$ cat config.mk
export PLATFORM = sky130hd
export DESIGN_NAME = cmn_plru_way_alloc
export DESIGN_NICKNAME = d
export VERILOG_FILES = /design/src/rtl/cmn_plru_way_alloc.sv
export SDC_FILE = /design/constraint.sdc
export NUM_CORES = 1
export LEC_CHECK = 0
export ABC_AREA = 1
export BUFFER_PORTS_ARGS = -buffer_cell sky130_fd_sc_hd__buf_2
export CAP_MARGIN = 10
export CORE_ASPECT_RATIO = 0.8
export CORE_MARGIN = 5
export CORE_UTILIZATION = 39
export DETAILED_ROUTE_END_ITERATION = 10
export HOLD_SLACK_MARGIN = 0.06
export PLACE_DENSITY = 0.8
export SYNTH_ARGS = -nofsm -noshare
export SYNTH_HDL_FRONTEND = slang
export SYNTH_SLANG_ARGS = --single-unit
export TNS_END_PERCENT = 50
$ cat constraint.sdc
create_clock -name clk -period 1.5 [get_ports clk]
set_input_delay 0.3 -clock clk [delete_from_list [all_inputs] [get_ports clk]]
set_output_delay 0.3 -clock clk [all_outputs]
set_load 0.02 [all_outputs]
$ cat src/rtl/cmn_plru_way_alloc.sv
// Way allocator: picks an invalid way, else the PLRU-oldest eligible way,
// and drives the PLRU allocate strobe when the response is taken.
module cmn_plru_way_alloc #(
  parameter int WIDTH = 4,
  parameter int IDXW  = $clog2(WIDTH)
) (
  input  logic                        clk,
  input  logic                        rst_n,
  input  logic                        req_vld,
  output logic                        req_rdy,
  input  logic [WIDTH-1:0]            req_lock_mask,
  input  logic [WIDTH-1:0][WIDTH-1:0] vv_matrix,
  output logic                        rsp_vld,
  input  logic                        rsp_rdy,
  output logic [WIDTH-1:0]            rsp_way,
  output logic [IDXW-1:0]             rsp_idx,
  output logic                        rsp_evict,
  output logic                        rsp_fail,
  output logic                        alloc_en,
  output logic [WIDTH-1:0]            v_alloc,
  input  logic                        inv_en,
  input  logic [WIDTH-1:0]            inv_mask,
  output logic [WIDTH-1:0]            way_valid
);

  typedef enum logic {
    EMPTY = 1'b0,
    FULL  = 1'b1
  } state_t;

  state_t state_q;
  state_t state_d;

  logic             rsp_hs;
  logic             req_hs;
  logic [WIDTH-1:0] byp;
  logic [WIDTH-1:0] elig;
  logic [WIDTH-1:0] cand_x;
  logic [WIDTH-1:0] cand;
  logic [WIDTH-1:0] vview;
  logic [WIDTH-1:0] free;
  logic [WIDTH-1:0] oldest;
  logic [WIDTH-1:0] sel_way;
  logic [IDXW-1:0]  sel_idx;
  logic             sel_evict;
  logic             sel_fail;

  assign rsp_vld = (state_q == FULL);
  assign req_rdy = (state_q == EMPTY) || rsp_rdy;
  assign rsp_hs  = rsp_vld && rsp_rdy;
  assign req_hs  = req_vld && req_rdy;

  assign alloc_en = rst_n && rsp_hs && !rsp_fail;
  assign v_alloc  = alloc_en ? rsp_way : '0;

  // Way being allocated this cycle is about to become newest and valid
  always_comb begin
    byp    = (rsp_hs && req_hs) ? rsp_way : '0;
    elig   = ~req_lock_mask;
    cand_x = elig & ~byp;
    cand   = (|cand_x) ? cand_x : elig;
    vview  = way_valid | byp;
    free   = cand & ~vview;
  end

  always_comb begin
    oldest = '0;
    for (int i = 0; i < WIDTH; i++) begin
      oldest[i] = cand[i] &&
        !(|(vv_matrix[i] & cand & ~(WIDTH'(1) << i)));
    end
  end

  always_comb begin
    sel_way   = '0;
    sel_evict = 1'b0;
    sel_fail  = 1'b0;
    if (|free) begin
      sel_way = free & (~free + WIDTH'(1));
    end else if (|cand) begin
      sel_way   = oldest & (~oldest + WIDTH'(1));
      sel_evict = 1'b1;
    end else begin
      sel_fail = 1'b1;
    end
  end

  always_comb begin
    sel_idx = '0;
    for (int i = 0; i < WIDTH; i++) begin
      if (sel_way[i]) sel_idx = sel_idx | IDXW'(i);
    end
  end

  always_comb begin
    state_d = state_q;
    unique case (state_q)
      EMPTY: if (req_hs) state_d = FULL;
      FULL:  if (rsp_hs && !req_hs) state_d = EMPTY;
    endcase
  end

  always_ff @(posedge clk) begin
    if (!rst_n) state_q <= EMPTY;
    else        state_q <= state_d;
  end

  always_ff @(posedge clk) begin
    if (!rst_n) begin
      rsp_way   <= '0;
      rsp_idx   <= '0;
      rsp_evict <= 1'b0;
      rsp_fail  <= 1'b0;
    end else if (req_hs) begin
      rsp_way   <= sel_way;
      rsp_idx   <= sel_idx;
      rsp_evict <= sel_evict;
      rsp_fail  <= sel_fail;
    end
  end

  // Allocate is OR-ed in last so it wins over a same-cycle invalidate
  always_ff @(posedge clk) begin
    if (!rst_n) begin
      way_valid <= '0;
    end else begin
      way_valid <= (way_valid & ~(inv_en ? inv_mask : '0))
                 | v_alloc;
    end
  end

endmodule

==> summary.md, run 1 <==
| Metric | Value |
|---|---|
| Chip width | between 60 and 70 um |
| Setup TNS | -2.50 ns |
| Clk buf depth | 2 |
| Crit path top cell by count | nand2_2 |
| Ant diodes | 0 |
| Worst-path maximum fanout | 5 |
| Reg2Reg Depth | 15 |
| Comb pwr share | between 30% and 40% |
| Cell depth of the worst min-delay path | 3 |
| Setup Viol. Count Final | 12 |
| Switching Share | around 32% |
| Register area | between 200 and 300 um^2 |
| Vias | 1174 |
| Post-Synthesis Cells | 150 |
| Syn_nets | 179 |
| M2 GR Usage | 27.3% |
| GRT overflow | 0 |
| Mapped Avg Cell Area | 5.91 um^2 |
| Beginning of the worst hold path | req_vld |
| Post-synthesis sequential area ratio | 29.4% |
| Xor/xnor share of the synthesized area | 0% |
| WP data required | ~1.7 ns |
| WP buf/inv | 1 |
| Grt met3 use | approximately 4.1% |
| PD cells | 569 mW/mm^2 |
| Seq pwr share | 42.1% |
| WP data arrival | 1.99 ns |
| CP max stage cell | dfxtp_4 |
| Worst r2r src | rsp_vld |
| Non-Filler Instances | between 200 and 300 |
| Simple-Gate Fraction of Synth Area | 43.2% |
| Clock sink count | 13 |
| Hold/Removal Path Class | input pin to register |
| Gpl congestion | 0.830 |
| Failing checks | negative setup slack |
| F_max | 552 MHz |
| Cts bufs inserted | 3 |
| Post-synthesis cell type count | 19 |
| DP Cell Count | 242 |
| DIE HEIGHT | 52.6 um |
| Total power | 0.869 mW |
| H-tree Lvls | 1 |
| # fillers | 191 |
| Post-Syn Area | 886 um^2 |
| Skew final | 0.00301 ns |
| TritonCTS clock tree | done |
| DP HPWL | 2.22 mm |
| Clock Tree Root | clkbuf_4 |
| Slew @ Worst Pin | about 0.24 ns |
| CORE AREA | 0.00216 mm^2 |
| GR Util met1 | 22.3% |
| Fin area | around 0.0015 mm^2 |
| Clock share of power | 24.6% |
| Mux share of post-synthesis cell area | 0% |
| P_int | 0.588 mW |
| First-pass GRT wire length | 4.60 mm |
| Largest net degree at the start of global routing | 8 |
| Status | finished, violations left |
| Startpoint Class | register |
| Fin nets | between 200 and 300 |
| Cts hold-fix bufs | 0 |
| Starting DRC count in detailed routing | 54 |
| Hold_ws | about 0.31 ns |
| Routed WL | slightly below 3 mm |
| Relative slew margins | 83.9% |
| Effective utilization at floorplan | 41.0% |
| Final Critical Period | 1.81 ns |
| Lkg Pwr | 0.819 nW |
| Cell Area, Placed | about 0.0014 mm^2 |
| Layout cells sized above 1 | 51.1% |
| Final worst-path cycle share | 121% |
| Die area | 0.00333 mm^2 |
| Slack of the worst reg-to-reg path | -0.31 ns |
| Critical Path, Cell by Cell | nand3_4 > o21ai_4 > nand2_2 > nor2_4 > nand2_2 > nand2_4 > nand2_2 > nor2_2 > nor2_2 > nand3_1 > nand2_1 > nand2_2 > nand3_2 > nand2_1 > inv_1 |
| Maximum vdd drop | 0.000561 V |
| DR pass1 iterations | 4 |
| Clk_lat worst skew | about 0.28 ns |
| Synth warnings | 0 |
| FF-to-FF End | rsp_idx[1] |
| Multi-input logic area | 642 um^2 |
| Synthesized flop and latch total | 13 |
| Max Cap Viol | 0 |
| CP max stage delay | 0.38 ns |
| Final Worst Setup Slack | -0.312 ns |
| Worst setup EP type | register |
| Crit path max-delay family | simple AND/OR/NAND/NOR gates |
| Number of stages on the worst setup path | 15 |
| Gr usage total | 17.0% |
| Largest family of logic cells by synthesized area | simple AND/OR/NAND/NOR gates |
| RSZ-0062 raised after global routing | yes |
| Ports | 48 |
| DR DRC count | 0 |
| FP Rows | 15 |
| Gr busiest metal | met2 |
| Port Buffers | 43 |
| Area delta synth->final | 72.5% |
| Compound-gate portion of the synthesized area | 16.0% |
| Max Slew Vio Count | 0 |
| Fin. Hold Viols | 0 |
| Number of global-route vias before repair | 1085 |
| Initial antenna violation count | 0 |
| Sw Pwr | 0.281 mW |
| Synth Area in Adders | 0% |
| Via-to-Cell Ratio | roughly 4.7 |
| WHS Endpoint | rsp_vld |
| Wire length per cell | 11.8 um |
| Crit Path Class | register to register |
| Post-route ant nets | 0 |
| Worst-path clk slew | around 0.080 ns |
-- power groups by stage --
stage | clock [mW] | combinational [mW] | sequential, mW
after floorplan | 0 | 0.110 | 0.391
after global placement | 0 | 0.247 | 0.374
after detailed placement | 0 | 0.249 | 0.374
after CTS | 0.219 | 0.260 | 0.366
after global routing | 0.237 | 0.315 | 0.369
final | 0.214 | 0.289 | 0.366
-- metal layers --
| metal | part of all wire [%] | vias to the layer above |
|---|---|---|
| met2 | 45 | 42 |
| li1 | - | 617 |
| met3 | 7.6 | 4 |
| met1 | 46 | 511 |
| met5 | 0 | - |
| met4 | 0.85 | 0 |
-- cell type report --
| cell class | count | share of cell area [%] |
|---|---|---|
| Clock buffer | 4 | 1.72 |
| Multi-Input combinational cell | 110 | 42.0 |
| Sequential cell | 13 | 17.6 |
| Tap cell | 25 | 2.05 |
| Timing Repair Buffer | 71 | 30.0 |
| Inverter | 27 | 6.63 |
-- cell families after synthesis --
logic type             Yosys count
AOI/OAI and AO/OA               22
and+or+nand+nor                 88
DFF                             13
buffers and inverters           27
-- metrics by stage --
stage | setup WS [ns] | utilization, %
3_3_place_gp | -0.343 | 62.8
4_1_cts | -0.264 | 67.0
2_1_floorplan | -0.193 | -
6_report | -0.312 | 70.8
3_5_place_dp | -0.377 | 62.8
5_1_grt | -0.442 | 70.8
-- placed cells by master (no fill, tap or decap), types with 5 or more instances in the layout --
cell type,instances
buf_2,39
nand2_1,37
buf_4,26
inv_1,23
nor2_1,12
nand2_2,11
dfxtp_1,8
nor2_2,6
a21oi_1,6
nand3_1,6
buf_6,6
nor2_4,5
-- state kept, by name (all words and copies together) (netlist names) --
| signal | cells |
|---|---|
| rsp_evict | 1 |
| rsp_vld | 1 |
| rsp_idx | 2 |
| rsp_fail | 1 |
| rsp_way | 4 |
| way_valid | 4 |
-- worst max path at each step --
| stage | startpoint | end |
|---|---|---|
| after floorplan | rsp_vld | rsp_idx[1] |
| after global placement | req_vld | rsp_way[1] |
| after detailed placement | req_vld | rsp_idx[0] |
| after CTS | rsp_vld | rsp_idx[0] |
| after global routing | rsp_vld | rsp_idx[0] |
| final | rsp_vld | rsp_idx[1] |
-- cell usage after synthesis --
master | count | area (um^2)
nand2_1 | 46 | 173
dfxtp_1 | 13 | 260
nor3_1 | 1 | 5.00
a21boi_0 | 3 | 22.5
inv_1 | 26 | 97.6
nand3_2 | 1 | 10.0
clkinv_1 | 1 | 3.75
nand4_1 | 4 | 25.0
nor2_4 | 1 | 11.3
nor2_1 | 20 | 75.1
a21oi_1 | 8 | 40.0
o21ai_0 | 4 | 20.0
o21bai_1 | 1 | 7.51
o21ai_1 | 1 | 5.00
nor2_2 | 2 | 12.5
o21ai_4 | 1 | 16.3
nand2_2 | 5 | 31.3
nand3_1 | 8 | 40.0
o21a_1 | 4 | 30.0
-- worst reg2reg max path, cell delays in order, from the launching register on --
cell and delay [ns]:
dfxtp_4 0.38, nand3_4 0.08, o21ai_4 0.14, nand2_2 0.09, nor2_4 0.17, nand2_2 0.10, nand2_4 0.10, nand2_2 0.05
nor2_2 0.15, nor2_2 0.06, nand3_1 0.08, nand2_1 0.06, nand2_2 0.09, nand3_2 0.06, nand2_1 0.06, inv_1 0.04
-- what timing repair did --
| action | in CTS | in global routing |
|---|---|---|
| buffers inserted | 1 | 3 |
| hold endpoints to repair | 0 | 0 |
| resized for setup | 19 | 19 |
| pin swaps | 5 | 15 |
| endpoints found under the setup margin | 11 | 13 |
Note: power is estimated with default switching activity, not from simulation.
==> inputs of run 2 (changes only) <==
--- a/config.mk
+++ b/config.mk
@@ -6,14 +6,14 @@
 export NUM_CORES = 1
 export LEC_CHECK = 0
 export ABC_AREA = 1
+export ABC_CLOCK_PERIOD_IN_PS = 1700
 export BUFFER_PORTS_ARGS = -buffer_cell sky130_fd_sc_hd__buf_2
 export CAP_MARGIN = 10
-export CORE_ASPECT_RATIO = 0.8
 export CORE_MARGIN = 5
-export CORE_UTILIZATION = 39
+export CORE_UTILIZATION = 43
 export DETAILED_ROUTE_END_ITERATION = 10
 export HOLD_SLACK_MARGIN = 0.06
-export PLACE_DENSITY = 0.8
+export PLACE_DENSITY = 0.83
 export SYNTH_ARGS = -nofsm -noshare
 export SYNTH_HDL_FRONTEND = slang
 export SYNTH_SLANG_ARGS = --single-unit
==> constraint.sdc (replaced) <==
create_clock -name clk -period 1.7 [get_ports clk]
set_input_delay 0.34 -clock clk [delete_from_list [all_inputs] [get_ports clk]]
set_output_delay 0.34 -clock clk [all_outputs]
set_load 0.02 [all_outputs]
==> summary.md, run 2 (synthesis results as in run 1) <==
| Metric | Value |
|---|---|
| Fin. Hold Viols | 0 (unchanged) |
| CP max stage delay | 0.38 ns (about the same) |
| Commonest non-fill, non-tap cell in the layout | buf_2 |
| Skew final | 0.00255 ns (-0.000452 ns) |
| Effective utilization at floorplan | 45.2% (+4.1 points) |
| F_max | 540 MHz (-2.2%) |
| Slew @ Worst Pin | 0.226 ns (-0.0120 ns) |
| Crit path top cell by count | nand2_2 |
| WP data arrival | 2.07 ns (+0.08 ns) |
| WP buf/inv | 0 (-1) |
| Maximum vdd drop | 0.000419 V (-25%) |
| Cts bufs inserted | 3 (unchanged) |
| Post-placement setup slack | -0.352 ns (+0.0248 ns) |
| First-pass GRT wire length | 5.18 mm (+12%) |
| Largest registers | rsp_way x4, way_valid x4, rsp_idx x2 |
| DR DRC count | 0 (unchanged) |
| Final Worst Setup Slack | -0.153 ns (+0.159 ns) |
| Layout cells sized above 1 | 56.1% (+4.9 points) |
| Max Slew Vio Count | 0 (unchanged) |
| Largest net degree at the start of global routing | 9 (+1) |
| Gpl congestion | 0.882 (+6.3%) |
| Routed WL | 3.09 mm (+4.4%) |
| Clock share of power | 25.0% (+0.4 points) |
| Die area | 0.00307 mm^2 (-7.9%) |
| CORE AREA | 0.00196 mm^2 (-9.1%) |
| Port Buffers | 43 (unchanged) |
| Lkg Pwr | 0.811 nW (-1.0%) |
| Clock Tree Root | clkbuf_4 |
| Hold_ws | 0.367 ns (+0.0561 ns) |
| TritonCTS clock tree | done |
| DP HPWL | 2.31 mm (+4.1%) |
| Area delta synth->final | 73.0% |
| Sw Pwr | 0.262 mW (-6.8%) |
| Final worst-path cycle share | 109% (-12 points) |
| Worst-path clk slew | 0.08 ns (about the same) |
| H-tree Lvls | 1 (unchanged) |
| Number of global-route vias before repair | 1233 (+14%) |
| Clock sink count | 13 (unchanged) |
| Status | finished, violations left |
| Worst r2r src | rsp_vld |
| Via-to-Cell Ratio | 5.00 (+6.4%) |
| Crit path max-delay family | simple AND/OR/NAND/NOR gates |
| DIE HEIGHT | 55.4 um (+5.3%) |
| Chip width | 55.4 um (-12%) |
| Total power | 0.782 mW (-10%) |
| RSZ-0062 raised after global routing | yes |
| Clk buf depth | 2 (unchanged) |
| Setup Viol. Count Final | 10 (-2) |
| Failing checks | negative setup slack |
| Worst setup EP type | register |
| Beginning of the worst hold path | rst_n |
| Switching Share | 33.5% (+1.1 points) |
| Clk_lat worst skew | 0.28 ns (about the same) |
| Hold/Removal Path Class | input pin to register |
| Crit Path Class | register to register |
| Max Cap Viol | 0 (unchanged) |
| Critical Path, Cell by Cell | nand4_1 > nand2_2 > nand2_2 > nor2_4 > nand2_2 > nand2_4 > nor2_1 > nand2_1 > nand2_2 > nor2_4 > nand3_2 > o21ai_2 > nor2_1 > a21oi_2 |
| Worst-path maximum fanout | 5 (unchanged) |
| Final Critical Period | 1.85 ns (+0.0407 ns) |
| Vias | 1249 (+6.4%) |
| Starting DRC count in detailed routing | 40 (-26%) |
| PD cells | 510 mW/mm^2 (-10%) |
| Ports | 48 (unchanged) |
| Seq pwr share | 41.5% (-0.6 points) |
| P_int | 0.520 mW (-12%) |
| GRT overflow | 0 (unchanged) |
| Worst setup startpoint | rsp_vld |
| Relative slew margins | 84.8% (+0.81 points) |
| WP data required | 1.92 ns (+0.24 ns) |
| DP Cell Count | 243 (+0.41%) |
| Comb pwr share | 33.5% (+0.2 points) |
| Gr usage total | 19.7% (+2.6 points) |
| Ant diodes | 0 (unchanged) |
| DR pass1 iterations | 4 (unchanged) |
| Most frequent cells in the layout | buf_2, nand2_1, buf_4 |
| Initial antenna violation count | 0 (unchanged) |
| Final Util | 78.1% (+7.3 points) |
| Non-Filler Instances | 250 (unchanged) |
| FP Rows | 16 (+1) |
| CP max stage cell | dfxtp_4 |
| Startpoint Class | register |
| Wire length per cell | 12.3 um (+4.4%) |
| Post-route ant nets | 0 (unchanged) |
| Fin nets | 253 (-0.78%) |
==> run 2: layer usage <==
layer | vias to the layer above | share of wire (%) | global-route usage, %
li1 | 614 | - | -
met3 | 9 | 6.8 | 3.50
met4 | 0 | 2.3 | 5.21
met1 | 573 | 41 | 23.5
met2 | 53 | 50 | 35.6
met5 | - | 0 | 0
==> run 2: per-stage QoR <==
stage               area, um^2  TNS [ns]
finish                    1530    -0.686
global route              1530     -1.94
CTS                       1440    -0.487
detailed placement        1330     -1.56
global placement          1330     -1.08
floorplan                  910         0
==> run 2: area by class of cell <==
class | count | area (um^2)
repair buffers | 69 | 432
flip-flops and latches | 13 | 269
well taps | 27 | 33.8
fillers | 141 | 429
inverters | 27 | 101
clock buffers | 4 | 26.3
multi-input cells | 110 | 671
==> run 2: path summary, 6_finish.rpt <==
path	slack, ns	cells after the start	end
hold reg to reg	0.50	2	rsp_evict
setup reg to reg	-0.15	14	rsp_idx[0]
hold / removal	0.37	2	way_valid[2]
setup / recovery	-0.15	14	rsp_idx[0]
==> run 2: power by group through the flow <==
stage	sequential, mW	clock [mW]	combinational [mW]
after floorplan	0.344	0	0.0938
after global placement	0.330	0	0.210
after detailed placement	0.331	0	0.216
after CTS	0.324	0.195	0.238
after global routing	0.326	0.207	0.289
final	0.324	0.195	0.262
==> run 2: repair_timing <==
action	CTS	global route
hold buffers	0	0
pin swaps	14	15
setup buffers	3	0
resized for setup	21	31
setup endpoints to repair	11	12
